$ cat config.mk
export PLATFORM = sky130hd
export DESIGN_NAME = axis_video_frame_monitor
export DESIGN_NICKNAME = d
export VERILOG_FILES = /design/src/rtl/axis_video_frame_monitor.sv
export SDC_FILE = /design/constraint.sdc
export NUM_CORES = 1
export LEC_CHECK = 0
export ABC_CLOCK_PERIOD_IN_PS = 6200
export BUFFER_PORTS_ARGS = -buffer_cell sky130_fd_sc_hd__buf_2
export CELL_PAD_IN_SITES_DETAIL_PLACEMENT = 0
export CELL_PAD_IN_SITES_GLOBAL_PLACEMENT = 1
export CORE_ASPECT_RATIO = 0.6
export CORE_MARGIN = 2
export CORE_UTILIZATION = 40
export DETAILED_ROUTE_END_ITERATION = 10
export HOLD_SLACK_MARGIN = 0.08
export PLACE_DENSITY_LB_ADDON = 0.12
export SYNTH_ARGS = -nofsm -noshare
export SYNTH_HDL_FRONTEND = slang
export SYNTH_SLANG_ARGS = --single-unit
$ cat constraint.sdc
create_clock -name clk -period 6.2 [get_ports clk]
set_input_delay 0 -clock clk [delete_from_list [all_inputs] [get_ports clk]]
set_output_delay 0 -clock clk [all_outputs]
set_load 0.01 [all_outputs]
$ cat src/rtl/axis_video_frame_monitor.sv
// Passive AXI4-Stream video monitor: checks line length, frame height and SOF
// framing on a tapped stream and reports a per-frame pixel checksum.
module axis_video_frame_monitor #(
    parameter int IMAGE_WIDTH     = 512,
    parameter int IMAGE_HEIGHT    = 768,
    parameter int PIXEL_WIDTH     = 8,
    parameter int PIXELS_PER_BEAT = 1,
    parameter int CNT_WIDTH       = 16,
    localparam int BEATS_PER_LINE = IMAGE_WIDTH / PIXELS_PER_BEAT,
    localparam int BW             = $clog2(BEATS_PER_LINE + 1)
) (
    input  logic                                   clk,
    input  logic                                   rst,
    input  logic [PIXEL_WIDTH*PIXELS_PER_BEAT-1:0] axis_tdata,
    input  logic                                   axis_tvalid,
    input  logic                                   axis_tready,
    input  logic                                   axis_tlast,
    input  logic                                   axis_tuser,
    input  logic                                   clear,
    output logic                                   frame_done,
    output logic [31:0]                            frame_checksum,
    output logic [CNT_WIDTH-1:0]                   frame_count,
    output logic                                   line_err,
    output logic [BW-1:0]                          err_line_len,
    output logic [2:0]                             err_sticky,
    output logic [CNT_WIDTH-1:0]                   err_count
);
    localparam int LW = $clog2(IMAGE_HEIGHT + 1);

    typedef enum logic {WAIT_SOF, IN_FRAME} state_t;

    state_t                 state_q;
    logic [BW-1:0]          bcnt_q;
    logic [LW-1:0]          lcnt_q;
    logic [31:0]            acc_q;
    logic                   frame_err_q;
    logic                   frame_done_q;
    logic [31:0]            frame_checksum_q;
    logic [CNT_WIDTH-1:0]   frame_count_q;
    logic                   line_err_q;
    logic [BW-1:0]          err_line_len_q;
    logic [2:0]             err_sticky_q, err_sticky_d;
    logic [CNT_WIDTH-1:0]   err_count_q, err_count_d;

    // Lanes summed at 32 bits: identical to a full-width sum truncated mod 2^32.
    logic [31:0] lane_w [PIXELS_PER_BEAT];
    logic [31:0] beat_sum;

    generate
        for (genvar gi = 0; gi < PIXELS_PER_BEAT; gi++) begin : g_lane
            assign lane_w[gi] = 32'(axis_tdata[gi*PIXEL_WIDTH +: PIXEL_WIDTH]);
        end
    endgenerate

    logic          accept, restart, early_sof, orphan, track;
    logic [BW-1:0] base_b, beats;
    logic [LW-1:0] base_l;
    logic [31:0]   base_acc, acc_sum;
    logic          base_err, line_end, len_bad, frame_end, frame_bad;
    logic [2:0]    err_bits;

    always_comb begin
        beat_sum = '0;
        for (int i = 0; i < PIXELS_PER_BEAT; i++) begin
            beat_sum = beat_sum + lane_w[i];
        end
        accept    = axis_tvalid && axis_tready;
        // A SOF beat starts a fresh frame unless it is exactly where one is expected.
        restart   = accept && axis_tuser &&
                    (state_q == WAIT_SOF || bcnt_q != '0 || lcnt_q != '0);
        early_sof = restart && (state_q == IN_FRAME);
        orphan    = accept && (state_q == WAIT_SOF) && !axis_tuser;
        track     = accept && (state_q == IN_FRAME || axis_tuser);
        base_b    = restart ? '0 : bcnt_q;
        base_l    = restart ? '0 : lcnt_q;
        base_acc  = restart ? '0 : acc_q;
        base_err  = restart ? 1'b0 : frame_err_q;
        beats     = base_b + BW'(1);
        acc_sum   = base_acc + beat_sum;
        line_end  = axis_tlast || (beats == BW'(BEATS_PER_LINE));
        len_bad   = line_end && !(axis_tlast && beats == BW'(BEATS_PER_LINE));
        frame_end = line_end && (base_l == LW'(IMAGE_HEIGHT - 1));
        frame_bad = base_err || len_bad;
        err_bits  = {orphan, early_sof, track && len_bad};

        // Clear acts first so an error in the same cycle survives on its own.
        err_sticky_d = clear ? 3'b000 : err_sticky_q;
        err_count_d  = clear ? '0 : err_count_q;
        if (|err_bits) begin
            err_sticky_d = err_sticky_d | err_bits;
            if (err_count_d != '1) begin
                err_count_d = err_count_d + CNT_WIDTH'(1);
            end
        end
    end

    always_ff @(posedge clk) begin
        if (rst) begin
            state_q          <= WAIT_SOF;
            bcnt_q           <= '0;
            lcnt_q           <= '0;
            acc_q            <= '0;
            frame_err_q      <= 1'b0;
            frame_done_q     <= 1'b0;
            frame_checksum_q <= '0;
            frame_count_q    <= '0;
            line_err_q       <= 1'b0;
            err_line_len_q   <= '0;
            err_sticky_q     <= 3'b000;
            err_count_q      <= '0;
        end else begin
            frame_done_q <= 1'b0;
            line_err_q   <= 1'b0;
            err_sticky_q <= err_sticky_d;
            err_count_q  <= err_count_d;
            if (track) begin
                state_q     <= IN_FRAME;
                acc_q       <= acc_sum;
                frame_err_q <= frame_bad;
                bcnt_q      <= line_end ? '0 : beats;
                lcnt_q      <= line_end ? base_l + LW'(1) : base_l;
                if (len_bad) begin
                    line_err_q     <= 1'b1;
                    err_line_len_q <= beats;
                end
                if (frame_end) begin
                    state_q     <= WAIT_SOF;
                    acc_q       <= '0;
                    bcnt_q      <= '0;
                    lcnt_q      <= '0;
                    frame_err_q <= 1'b0;
                    if (!frame_bad) begin
                        frame_done_q     <= 1'b1;
                        frame_checksum_q <= acc_sum;
                        frame_count_q    <= frame_count_q + CNT_WIDTH'(1);
                    end
                end
            end
        end
    end

    assign frame_done     = frame_done_q;
    assign frame_checksum = frame_checksum_q;
    assign frame_count    = frame_count_q;
    assign line_err       = line_err_q;
    assign err_line_len   = err_line_len_q;
    assign err_sticky     = err_sticky_q;
    assign err_count      = err_count_q;
endmodule

==> summary.txt <==
Timing
  • Final hold vios: 0
  • # setup viols final: 0
  • Max-slew violation count: 0
  • RSZ-0062 raised after global routing: false
  • Tcrit/Tclk final: 0.8135
  • Setup TNS: 0 ns
  • Max-slew headroom: 0.2056
  • Clock Skew: 0.008100 ns
  • Post-route worst setup slack: 1.156 ns
  • Tmin final: 5.044 ns
  • Peak Freq: 198.3 MHz
  • Slew @ Worst Pin: 1.181 ns

Floorplanning
  • Die height: 106.3 um
  • Starting Density: 0.4074
  • Row cnt: 37
  • Core ar.: 17,130 um2
  • Die width: 174.5 um
  • Top Ports: 94
  • Total Die Area: 18,550 um2

Worst setup path
  • WP data arrival: 5.34 ns
  • CP cell instances: nor4_4, nand4_2, o21ai_4, and2_1, ha_1, nand4_1, xnor2_1, nor3_1, nand3b_1, ha_1, nor4bb_1, nand2_1, nor4_1, nand3_1, xor2_1, nor2_1
  • Worst r2r dst: frame_count[13]$_SDFFE_PP0P_
  • CP startpoint kind: flop
  • Setup crit start: bcnt_q[3]$_SDFFE_PP0P_
  • Reg-to-reg startpoint: bcnt_q[3]$_SDFFE_PP0P_
  • Critical path type: flop to flop
  • R2R setup slack: 1.16 ns
  • Crit path max-delay family: simple AND/OR/NAND/NOR gates
  • WP data required: 6.49 ns
  • Buf/Inv on CP: 0
  • Critical Path Most Common Cell: ha_1
  • CP peak stage delay: 0.97 ns
  • Slowest-stage cell, CP: nor4_1
  • Critical Path End Type: flop
  • Largest fanout on the critical path: 13
  • Reg2Reg Depth: 16

Global route
  • Total Routing Usage GR: 0.2228
  • Global-route wire length before repair: 32,900 um
  • Initial antenna violation count: 0
  • Vias in the first global route: 6,331
  • Largest net degree at the start of global routing: 81
  • Gr ovfl total: 0

Drt
  • Total number of vias: 6,755
  • Routed vias/inst: 5.696
  • First DRT Iteration DRCs: 479
  • Antenna-violating nets left: 0
  • Wire per inst: 17.16 um
  • Final wirelength: 20,350 um
  • Post-route DRC: 0
  • Drt pass-1 iters: 5

Placement
  • Dpl hpwl: 13,690 um
  • Place WS: 1.183 ns
  • Buffers on Ports: 93
  • Placer Congestion: 0.7942

Logic synthesis
  • Synth area leaders: dfxtp_1 38%, nor2_1 5.3%, nand2_1 4.7%
  • Post-synth top flop: dfxtp_1
  • Number of synthesized flops with an enable pin: 0
  • Synth Warn #: 0
  • #FFs+latches synth: 133
  • Post-Syn Nets: 898
  • Seq/Total Area, Yosys: 0.3816
  • Mapped Avg Cell Area: 8.039 um2
  • Post-Syn Area: 6978 um2
  • Yosys top cell by area: dfxtp_1
  • Gate Count Post-Synth: 868
  • Synth top area share: 0.3816
  • Library cells used by synthesis: 66
  • Post-synth ARST share: 0

CTS
  • Worst-case clock buffer depth: 2
  • Postcts setup bufs: 0
  • Sink Count: 133
  • H-tree levels: 4
  • Clock slew at reported path FFs: 0.06 ns
  • Clock Latency Late Sink: 0.43 ns
  • Root buf cell: clkbuf_16
  • Total CTS buffers: 17
  • CTS tree: done

Final layout
  • Area delta synth->final: 17.63%
  • Share of layout cells above drive strength 1: 0.1628
  • Leading cell type in the layout, fill and taps excluded: dfxtp_1
  • Post-layout nets: 969
  • Most frequent cells in the layout: 133 x dfxtp_1, 97 x nor2_1, 92 x buf_2, 87 x nand2_1, 55 x a21oi_1
  • Ant. Diodes: 0

Run status
  • Status: completed

Power and ir drop
  • P_int: 1.462 mW
  • Total power: 1.972 mW
  • PD cells: 240.3 nW/um2
  • Worst VDD drop: 0.1733 mV
  • Net Sw Power: 510.2 uW
  • Clk pwr share: 0.502
  • Sequential share of power: 0.438
  • Switching part of the total: 0.2587
  • Part of the power in combinational logic: 0.060
  • Leak pwr: 3.013 nW

Min path
  • Hold path start: axis_tdata[1]
  • Hold depth: 4
  • Hold Crit Class: primary input to flop
  • Worst hold endpoint: frame_checksum[1]$_SDFFE_PP0P_

Flow run
  • MaxCap Viol Count: 0
per-stage QoR:
stage | utilization | area, um2 | std cells | hold slack, ns
after global placement | 0.4425 | 7580 | 1148 | 0.3473
final | 0.4792 | 8208 | 1186 | 0.1186
after detailed placement | 0.4425 | 7580 | 1148 | 0.3557
after CTS | 0.4792 | 8208 | 1186 | 0.1150
after global routing | 0.4792 | 8208 | 1186 | 0.1461
after floorplan | - | 6978 | 868 | 0.1675
registers in the layout (all words and copies together) (netlist names), 3 cells and up:
name / count
err_sticky: 3
lcnt_q: 10
acc_q: 32
frame_count: 16
frame_checksum: 32
err_count: 16
err_line_len: 10
bcnt_q: 10
worst register-to-register path, stage by stage, from the launching register on:
cell and delay (ns):
dfxtp_1 0.40, nor4_4 0.36, nand4_2 0.21, o21ai_4 0.33, and2_1 0.23, ha_1 0.27
nand4_1 0.14, xnor2_1 0.20, nor3_1 0.21, nand3b_1 0.13, ha_1 0.35, nor4bb_1 0.47
nand2_1 0.17, nor4_1 0.97, nand3_1 0.20, xor2_1 0.21, nor2_1 0.05
cell type report:
| type | count | area [um2] |
|---|---|---|
| well taps | 234 | 292.8 |
| clock inverters | 14 | 128.9 |
| clock buffers | 18 | 439.2 |
| flip-flops and latches | 133 | 2663 |
| inverters | 16 | 60.06 |
| fillers | 1704 | 8921 |
| repair buffers | 109 | 603.1 |
| multi-input cells | 662 | 4021 |
power groups by stage:
| stage | clock [mW] | sequential, mW | combinational (mW) |
|---|---|---|---|
| 6_report | 0.991 | 0.863 | 0.118 |
| 3_5_place_dp | 0 | 0.882 | 0.113 |
| 3_3_place_gp | 0 | 0.882 | 0.112 |
| 2_1_floorplan | 0 | 0.882 | 0.0788 |
| 4_1_cts | 1.01 | 0.863 | 0.117 |
| 5_1_grt | 1.04 | 0.863 | 0.129 |
logic make-up (layout without fill, tap and decap cells):
family | count (synthesis) | in the layout | synth area share
AOI/OAI and AO/OA | 181 | 181 | 0.1698
DFF | 133 | 133 | 0.3816
and+or+nand+nor | 412 | 412 | 0.3088
buffers and inverters | 73 | 157 | 0.04393
adders and majority gates | 15 | 15 | 0.02797
xor gates and xnor gates | 53 | 53 | 0.06652
muxes | 1 | 1 | 0.001435
layer usage:
layer	vias up	part of all wire	track usage	wire [um]
met5	-	0	0	0
met4	0	0.012	0.06607	242
met3	20	0.051	0.05222	1029
met2	183	0.41	0.3211	8391
met1	3275	0.53	0.3278	10690
li1	3277	-	-	-
cell usage after synthesis (3+ instances only):
cell type / count
o21bai_1: 4
buf_2: 8
nand3_1: 35
nor4_2: 3
nor2_1: 98
inv_1: 16
o211ai_1: 4
o21a_1: 5
or2_2: 3
and4_1: 6
nor2b_1: 10
nor3_1: 31
nand3b_1: 5
nor3b_1: 7
nand4_1: 28
and2_1: 22
a21o_1: 3
o21ai_0: 31
a311oi_1: 8
nand4b_1: 3
a22o_1: 3
ha_1: 14
o31ai_1: 4
a21oi_1: 55
nand2b_1: 9
o31a_1: 3
xor2_1: 20
or4_1: 9
clkbuf_1: 41
a31oi_1: 19
and3_1: 18
xnor2_1: 33
a211oi_1: 17
nor4_1: 19
or3_1: 8
dfxtp_1: 133
clkbuf_2: 3
nand2_1: 87
a22oi_1: 8
worst max path at each step:
| stage | end | slack, ns | depth (start not counted) |
|---|---|---|---|
| after floorplan | frame_count[11]$_SDFFE_PP0P_ | 1.84 | 18 |
| after global placement | frame_count[7]$_SDFFE_PP0P_ | 1.39 | 16 |
| after detailed placement | frame_count[13]$_SDFFE_PP0P_ | 1.18 | 16 |
| after CTS | frame_count[13]$_SDFFE_PP0P_ | 1.16 | 16 |
| after global routing | frame_count[13]$_SDFFE_PP0P_ | 0.75 | 16 |
| final | frame_count[13]$_SDFFE_PP0P_ | 1.16 | 16 |
timing repair:
action,in CTS,in global routing
gates resized for setup,0,0
hold endpoints to repair,21,0
hold buffers,6,0
Note: power is estimated with default switching activity, not from simulation.
